$ cat src/rtl/kernel_run_ctrl.sv
`default_nettype none
// ============================================================================
//  Module   : kernel_run_ctrl
//  Purpose  : Runs an ap_ctrl_hs kernel NUM_RUNS times after reset, marks the
//             activity window on probe_out, checksums the kernel output stream
//             and reports status plus checksum serially as nibbles.
//  Revision : 1.0 - initial release
// ============================================================================
module kernel_run_ctrl #(
    parameter int NUM_RUNS    = 16,
    parameter int START_DELAY = 64,
    parameter int TIMEOUT     = 1048576,
    parameter int DOUT_W      = 32,
    parameter int CSUM_W      = 32
) (
    input  logic              ap_clk,
    input  logic              ap_rst,
    output logic              ap_start,
    input  logic              ap_ready,
    input  logic              ap_done,
    input  logic              ap_idle,
    input  logic              dout_write,
    input  logic [DOUT_W-1:0] dout_din,
    output logic              probe_out,
    output logic [3:0]        data_out,
    output logic              data_valid,
    output logic [15:0]       run_cnt,
    output logic              err
);

    localparam logic [2:0] c_ST_GAP    = 3'd0;
    localparam logic [2:0] c_ST_START  = 3'd1;
    localparam logic [2:0] c_ST_RUN    = 3'd2;
    localparam logic [2:0] c_ST_REPORT = 3'd3;
    localparam logic [2:0] c_ST_DONE   = 3'd4;

    localparam int c_NIBBLES = CSUM_W / 4;
    localparam int c_GAP_W   = (START_DELAY > 1) ? $clog2(START_DELAY) : 1;
    localparam int c_TO_W    = $clog2(TIMEOUT + 1);
    localparam int c_REP_W   = $clog2(c_NIBBLES + 1);

    localparam logic [c_GAP_W-1:0] c_GAP_LAST = c_GAP_W'(START_DELAY - 1);
    localparam logic [c_TO_W-1:0]  c_TO_LAST  = c_TO_W'(TIMEOUT - 1);
    localparam logic [c_REP_W-1:0] c_REP_LAST = c_REP_W'(c_NIBBLES);

    logic [2:0]         r_state;
    logic [c_GAP_W-1:0] r_gap_cnt;
    logic [c_TO_W-1:0]  r_to_cnt;
    logic [c_REP_W-1:0] r_rep_cnt;
    logic [CSUM_W-1:0]  r_csum;
    logic [15:0]        r_run_cnt;
    logic               r_err;
    logic               r_ap_start;
    logic               r_probe;
    logic [3:0]         r_data_out;
    logic               r_data_valid;

    logic [CSUM_W-1:0]  w_word;
    logic [CSUM_W-1:0]  w_rotl;
    logic [15:0]        w_run_next;
    logic               w_more_runs;
    logic               w_csum_en;
    logic               w_run_done;

    assign w_word      = CSUM_W'(dout_din);
    assign w_rotl      = {r_csum[CSUM_W-2:0], r_csum[CSUM_W-1]};
    assign w_run_next  = (r_run_cnt == 16'hFFFF) ? r_run_cnt : r_run_cnt + 16'd1;
    assign w_more_runs = (int'({16'd0, w_run_next}) < NUM_RUNS);
    assign w_csum_en   = dout_write && ((r_state == c_ST_START) || (r_state == c_ST_RUN));
    // A done sampled together with the accepting ready finishes the run in START.
    assign w_run_done  = ap_done && ((r_state == c_ST_RUN) || ap_ready);

    always_ff @(posedge ap_clk) begin
        if (ap_rst) begin
            r_state      <= c_ST_GAP;
            r_gap_cnt    <= '0;
            r_to_cnt     <= '0;
            r_rep_cnt    <= '0;
            r_csum       <= '0;
            r_run_cnt    <= '0;
            r_err        <= 1'b0;
            r_ap_start   <= 1'b0;
            r_probe      <= 1'b0;
            r_data_out   <= 4'h0;
            r_data_valid <= 1'b0;
        end else begin
            if (w_csum_en) begin
                r_csum <= w_rotl ^ w_word;
            end
            case (r_state)
                c_ST_GAP: begin
                    if (r_gap_cnt != c_GAP_LAST) begin
                        r_gap_cnt <= r_gap_cnt + 1'b1;
                    end else if (ap_idle) begin
                        r_state    <= c_ST_START;
                        r_ap_start <= 1'b1;
                        r_probe    <= 1'b1;
                        r_to_cnt   <= '0;
                    end
                end
                c_ST_START, c_ST_RUN: begin
                    if (w_run_done) begin
                        r_run_cnt  <= w_run_next;
                        r_ap_start <= 1'b0;
                        r_probe    <= 1'b0;
                        if (w_more_runs) begin
                            r_state   <= c_ST_GAP;
                            r_gap_cnt <= '0;
                        end else begin
                            r_state      <= c_ST_REPORT;
                            r_data_valid <= 1'b1;
                            r_data_out   <= 4'h0;
                            r_rep_cnt    <= '0;
                        end
                    end else if (r_to_cnt == c_TO_LAST) begin
                        r_err        <= 1'b1;
                        r_ap_start   <= 1'b0;
                        r_probe      <= 1'b0;
                        r_state      <= c_ST_REPORT;
                        r_data_valid <= 1'b1;
                        r_data_out   <= 4'hE;
                        r_rep_cnt    <= '0;
                    end else begin
                        r_to_cnt <= r_to_cnt + 1'b1;
                        if ((r_state == c_ST_START) && ap_ready) begin
                            r_ap_start <= 1'b0;
                            r_state    <= c_ST_RUN;
                        end
                    end
                end
                c_ST_REPORT: begin
                    // The checksum is final here, so it is shifted out in place.
                    if (r_rep_cnt != c_REP_LAST) begin
                        r_data_out <= r_csum[CSUM_W-1 -: 4];
                        r_csum     <= r_csum << 4;
                        r_rep_cnt  <= r_rep_cnt + 1'b1;
                    end else begin
                        r_data_valid <= 1'b0;
                        r_data_out   <= 4'h0;
                        r_state      <= c_ST_DONE;
                    end
                end
                c_ST_DONE: begin
                    r_state <= c_ST_DONE;
                end
                default: begin
                    r_state <= c_ST_GAP;
                end
            endcase
        end
    end

    assign ap_start   = r_ap_start;
    assign probe_out  = r_probe;
    assign data_out   = r_data_out;
    assign data_valid = r_data_valid;
    assign run_cnt    = r_run_cnt;
    assign err        = r_err;

endmodule
`default_nettype wire

$ cat config.mk
export PLATFORM = sky130hd
export DESIGN_NAME = kernel_run_ctrl
export DESIGN_NICKNAME = d
export VERILOG_FILES = /design/src/rtl/kernel_run_ctrl.sv
export SDC_FILE = /design/constraint.sdc
export NUM_CORES = 1
export LEC_CHECK = 0
export BUFFER_PORTS_ARGS = -buffer_cell sky130_fd_sc_hd__buf_2
export CORE_MARGIN = 1.5
export CORE_UTILIZATION = 58
export DETAILED_ROUTE_END_ITERATION = 12
export PLACE_DENSITY = 0.81
export SKIP_CTS_REPAIR_TIMING = 1
export SLEW_MARGIN = 20
export SYNTH_ARGS = -nofsm -noshare
export SYNTH_HDL_FRONTEND = slang
export SYNTH_SLANG_ARGS = --single-unit
$ cat constraint.sdc
create_clock -name ap_clk -period 3.2 [get_ports ap_clk]
set_input_delay 0.48 -clock ap_clk [delete_from_list [all_inputs] [get_ports ap_clk]]
set_output_delay 0.48 -clock ap_clk [all_outputs]
set_load 0.03 [all_outputs]
==> metrics.yaml, run 1 <==
power:
  power_density_nw_per_um2: 542
  pwr-share-seq_pct: 46.5
  p_leak_nw: 1.92
  combinationalPowerShare_pct: 24.1
  swShare_pct: 31.5
  clkPwrFrac_pct: 29.5
  ir_worst_vdd_v: 0.000367
  p_int_mw: 1.99
  p_switching_mw: 0.913
floorplan:
  start_util_pct: 60.7
  die_w_um: 93.6
  ioPinCount: 62
  fp-row-count: 32
  die-area_um2: 8770
  coreArea_um2: 7850
  die_h_um: 93.6
worst_setup_path:
  r2r_cells: 8
  endpoint: "r_gap_cnt[3]"
  r2r_setup_slack_ps: 200
  start_kind: "flip-flop"
  required_ps: 3480
  crit_start: "run_cnt[0]"
  cp-end-kind: "flip-flop"
  rr_endpoint: "r_gap_cnt[3]"
  r2r_start: "run_cnt[0]"
  path_max_fanout: 12
  cp_data_arrival_time_ps: 3280
  worstSetupPathType: "reg2reg"
drt:
  ant_nets: 0
  wl_per_cell_um: 14.7
  vias: 4401
  drt_wl_total_mm: 10.8
  drtPass1Iterations: 5
  drc: 0
  routed_via_density: 5.96
  drt_iter0_drc: 167
yosys:
  synthFlopType: "dfxtp_1"
  yosys-top-cells-area: "dfxtp_1 (38%), nor2_1 (8.4%), xnor2_1 (7.5%)"
  synth.ff_latch_count: 90
  ys_warn_count: 0
  netlist_area_um2: 4770
  synth_top_cell_area_share_pct: 37.8
  ys_async_sr_fraction_pct: 0
  synth_cell_types: 62
  synth_seq_area_share_pct: 37.8
  yosys.area.top_type: "dfxtp_1"
  syn_area_per_cell_um2: 8.11
  syn_nets: 631
  yosysMostFrequentCell: "nor2_1"
  synth-edff-count: 0
  synthTopCellsByCount: "nor2_1 (107), dfxtp_1 (90), a21oi_1 (56)"
  syn_inst: 588
layout:
  seq_area_um2: 1800
  multi_input_area_um2: 2800
  fillers: 651
  area_delta_synth_final_pct: 12.4
  final_core_util_pct: 68.3
  final_area_um2: 5360
  drive_gt1_share_pct: 16.5
  diodes: 0
  fin_nets: 676
sta:
  setup_ws_ps: 199
  finClkSkew_ps: 14.9
  setup_viol: 0
  worstMarginPinSlew_ps: 678
  drv_slew: 0
  holdWs_ps: 426
  fin_crit_ps: 3000
  finalHoldViolations: 0
  grt_setup_unrepaired: "false"
  relSlewSlack_pct: 54.8
  max_freq_mhz: 333
  fin_crit_sh_pct: 93.8
  fin_tns_setup_ps: 0
global_route:
  grt_pass1_vias: 3981
  grt_usage_pct: 25.1
  grt_pass1_wl_mm: 17.8
  grt_overflow: 0
  grt_max_degree: 65
  antenna_found_initial: 0
cts:
  clkTransAtPathRegs_ps: 90
  cts_sinks: 90
  insertion_delay_ps: 360
  htreeDepth: 3
  cts_tree: "yes"
  cts_made_buffers: 9
  cts_buffer_depth: 2
  cts_root_buf: "clkbuf_8"
placement:
  place_ws_ps: 221
  io_buffers: 61
  gp_congestion: 0.935
  dp_hpwl_mm: 7.55
  placed_cell_area_um2: 5130
hold_path:
  hold_path.class: "in2reg"
  worstHoldStart: "dout_din[2]"
outcome:
  run_status: "complete, no violations"
flow_run:
  drv_cap: 0
==> flip-flops by register name (all words and copies together), names as in the netlist <==
| signal | flops |
|---|---|
| data_out | 4 |
| run_cnt | 16 |
| probe_out | 1 |
| r_csum | 32 |
| r_gap_cnt | 6 |
| err | 1 |
| data_valid | 1 |
| r_state | 3 |
| r_to_cnt | 21 |
| r_rep_cnt | 4 |
| ap_start | 1 |
==> critical path, stage by stage (launching register included) <==
cell	delay, ps
dfxtp_1	420
ha_1	270
nand4_2	220
nor4_4	380
mux2_1	380
a2111o_1	380
or3_4	500
a21oi_4	160
mux2i_1	220
==> cells by family after synthesis <==
kind of cell,after synthesis,share of synthesized area [%]
fa+ha+maj,5,1.31
compound gates,133,18.6
mux,4,0.866
buf+inv,44,3.73
xor+xnor,59,10.8
simple gates,253,26.9
flops,90,37.8
==> per-layer routing <==
layer  part of all wire (%)  track usage (%)
met1                     46             32.8
met2                     48             41.2
met3                    5.7             6.02
met4                    1.1             7.59
met5                      0                0
==> power groups by stage <==
stage                     combinational (mW)  sequential, mW  clock (mW)
after floorplan                        0.554            1.35           0
after global placement                 0.666            1.37           0
after detailed placement               0.696            1.37           0
after CTS                              0.702            1.35       0.869
after global routing                   0.794            1.36       0.910
final                                  0.699            1.35       0.855
==> final cells by class <==
cell class                      count  share of cell area (%)
Inverter                            9                   0.631
Clock inverter                      6                    1.68
Sequential cell                    90                    33.6
Tap cell                          102                    2.38
Multi-Input combinational cell    454                    52.3
Timing Repair Buffer               69                    7.05
Clock buffer                        9                    2.31
==> worst min-delay path by stage <==
| stage | endpoint | depth (start not counted) |
|---|---|---|
| 2_1_floorplan | r_to_cnt[1] | 2 |
| 3_3_place_gp | data_out[0] | 2 |
| 3_5_place_dp | err | 2 |
| 4_1_cts | r_csum[3] | 3 |
| 5_1_grt | r_csum[3] | 3 |
| 6_report | r_csum[2] | 3 |
==> placed cells by master, fill, tap and decap left out, drive strengths merged, types with 3 or more instances in the layout <==
master     n
nor2     107
dfxtp     90
buf       69
a21oi     57
xnor2     41
a211oi    34
nand2     30
nand3     26
xor2      18
nor3      18
nand4     16
o21ai     11
inv       10
clkbuf     9
and4       9
or3        8
nor4       8
and2       7
and3       6
o31ai      6
or4        5
a31oi      5
ha         5
a2111oi    4
a311oi     4
mux2i      3
nand3b     3
or2        3
o31a       3
clkinv     3
==> metrics by stage <==
stage,std cells,total power [mW]
6_report,739,2.90
2_1_floorplan,588,1.90
3_3_place_gp,724,2.03
4_1_cts,739,2.92
5_1_grt,739,3.07
3_5_place_dp,724,2.07
(Power assumes the default switching activity.)
==> inputs of run 2 (changes only) <==
- REMOVE_ABC_BUFFERS: not set -> 1
- SKIP_LAST_GASP: not set -> 1
==> metrics.yaml, run 2 (synthesis results as in run 1) <==
power:
  p_leak_nw: 1.89  # was 1.92 nW
  combinationalPowerShare_pct: 24.6  # was 24.1%
  clkPwrFrac_pct: 28.4  # was 29.5%
  p_int_mw: 1.96  # was 1.99 mW
  ir_worst_vdd_v: 0.000355  # was 0.000367 V
  power_density_nw_per_um2: 536  # was 542 nW/µm²
  finalPower_mw: 2.86  # was 2.90 mW
  pwr-share-seq_pct: 47.1  # was 46.5%
  p_switching_mw: 0.901  # was 0.913 mW
  swShare_pct: 31.5  # about the same
cts:
  htreeDepth: 3  # unchanged
  cts_sinks: 90  # unchanged
  cts_made_buffers: 9  # unchanged
  cts_buffer_depth: 2  # unchanged
  insertion_delay_ps: 360  # about the same
  cts_tree: "yes"  # unchanged
  cts_root_buf: "clkbuf_8"  # unchanged
  clkTransAtPathRegs_ps: 90  # about the same
layout:
  final_cell_mix: "nor2_1 (107), dfxtp_1 (90), buf_2 (61)"  # unchanged
  final_common_cell: "nor2_1"  # unchanged
  largest_reg_flops: 32  # unchanged
  diodes: 0  # unchanged
  fin_nets: 676  # unchanged
  final_area_um2: 5340  # was 5360 µm²
  top_register: "r_csum"  # unchanged
  area_delta_synth_final_pct: 12.1  # was 12.4%
  drive_gt1_share_pct: 16.3  # was 16.5%
worst_setup_path:
  crit_start: "run_cnt[0]"  # unchanged
  required_ps: 3490  # was 3480 ps
  cp_data_arrival_time_ps: 3300  # was 3280 ps
  start_kind: "flip-flop"  # unchanged
  cp-end-kind: "flip-flop"  # unchanged
  r2r_start: "run_cnt[0]"  # unchanged
  path_max_fanout: 12  # unchanged
  worstSetupPathType: "reg2reg"  # unchanged
sta:
  drv_slew: 0  # unchanged
  fin_crit_sh_pct: 94.3  # was 93.8%
  grt_setup_unrepaired: "false"  # unchanged
  setup_viol: 0  # unchanged
  worstMarginPinSlew_ps: 650  # was 678 ps
  max_freq_mhz: 331  # was 333 MHz
  fin_crit_ps: 3020  # was 3000 ps
  relSlewSlack_pct: 56.7  # was 54.8%
  finalHoldViolations: 0  # unchanged
  finClkSkew_ps: 13.3  # was 14.9 ps
floorplan:
  start_util_pct: 60.7  # unchanged
  die_w_um: 93.6  # unchanged
  ioPinCount: 62  # unchanged
  die-area_um2: 8770  # unchanged
  coreArea_um2: 7850  # unchanged
  fp-row-count: 32  # unchanged
  die_h_um: 93.6  # unchanged
placement:
  dp_hpwl_mm: 7.39  # was 7.55 mm
  gp_congestion: 0.878  # was 0.935
  io_buffers: 61  # unchanged
  placed_cell_area_um2: 5130  # unchanged
drt:
  drt_iter0_drc: 316  # was 167
  vias: 4325  # was 4401
  ant_nets: 0  # unchanged
  drtPass1Iterations: 5  # unchanged
  routed_via_density: 5.84  # was 5.96
  drt_wl_total_mm: 10.6  # was 10.8 mm
  drc: 0  # unchanged
  wl_per_cell_um: 14.3  # was 14.7 µm
outcome:
  run_status: "complete, no violations"  # unchanged
global_route:
  antenna_found_initial: 0  # unchanged
  grt_pass1_wl_mm: 17.9  # was 17.8 mm
  grt_max_degree: 65  # unchanged
  grt_overflow: 0  # unchanged
  grt_pass1_vias: 4021  # was 3981
  grt_usage_pct: 25.3  # was 25.1%
hold_path:
  hold_path.class: "in2reg"  # unchanged
  worstHoldStart: "dout_din[2]"  # unchanged
flow_run:
  drv_cap: 0  # unchanged
[run 2: cell count changes in the layout (fill, tap and decap cells not counted), sizes merged]
| cell | delta |
|---|---|
| bufinv | -1 |
| inv | -2 |
| clkbuf | +4 |
[run 2: stage by stage]
| stage | TNS (ps) | hold WS (ps) | worst slack, ps | util (%) | std cells |
|---|---|---|---|---|---|
| final | 0 | 435 | 181 | 68.0 | 740 |
| after global routing | 0 | 454 | 16.2 | 68.0 | 740 |
| after CTS | 0 | 425 | 157 | 68.0 | 740 |
| after detailed placement | 0 | 469 | 200 | 65.4 | 724 |
| after global placement | 0 | 453 | 324 | 65.4 | 724 |
| after floorplan | -49060 | 438 | -1620 | - | 553 |
[run 2: power groups by stage]
stage                     clock [mW]  combinational [mW]  sequential (mW)
after floorplan                    0               0.521             1.36
after global placement             0               0.671             1.37
after detailed placement           0               0.700             1.37
after CTS                      0.825               0.706             1.35
after global routing           0.878               0.793             1.37
final                          0.811               0.702             1.35
[run 2: routing by layer]
| layer | up-vias | share of wire (%) | wire (µm) | track usage, % |
|---|---|---|---|---|
| li1 | 2197 | - | - | - |
| met1 | 2001 | 45 | 4790 | 32.2 |
| met2 | 104 | 48 | 5110 | 42.4 |
| met3 | 23 | 4.8 | 506 | 4.88 |
| met4 | 0 | 1.8 | 196 | 9.70 |
| met5 | - | 0 | 0 | 0 |
[run 2: final timing paths]
kind / end / slack (ps) / depth (start not counted)
worst max-delay path: r_gap_cnt[2] / 180 / 8
worst min-delay path: r_csum[2] / 430 / 3
worst max register to register: r_gap_cnt[2] / 180 / 8
worst min register to register: r_gap_cnt[5] / 480 / 2
[run 2: critical path, stage by stage, from the launching register on]
cell	delay, ps
dfxtp_1	420
ha_1	270
nand4_2	190
nor4_2	410
mux2_1	390
a2111o_1	360
or3_4	490
a21boi_1	200
mux2i_1	200
[run 2: final cells by class]
class | instances | area (µm²)
multi-input combinational | 454 | 2790
fill | 703 | 2510
sequential | 90 | 1800
timing repair buffer | 69 | 378
clock buffer | 13 | 159
tap | 102 | 128
clock inverter | 3 | 47.5
inverter | 9 | 33.8
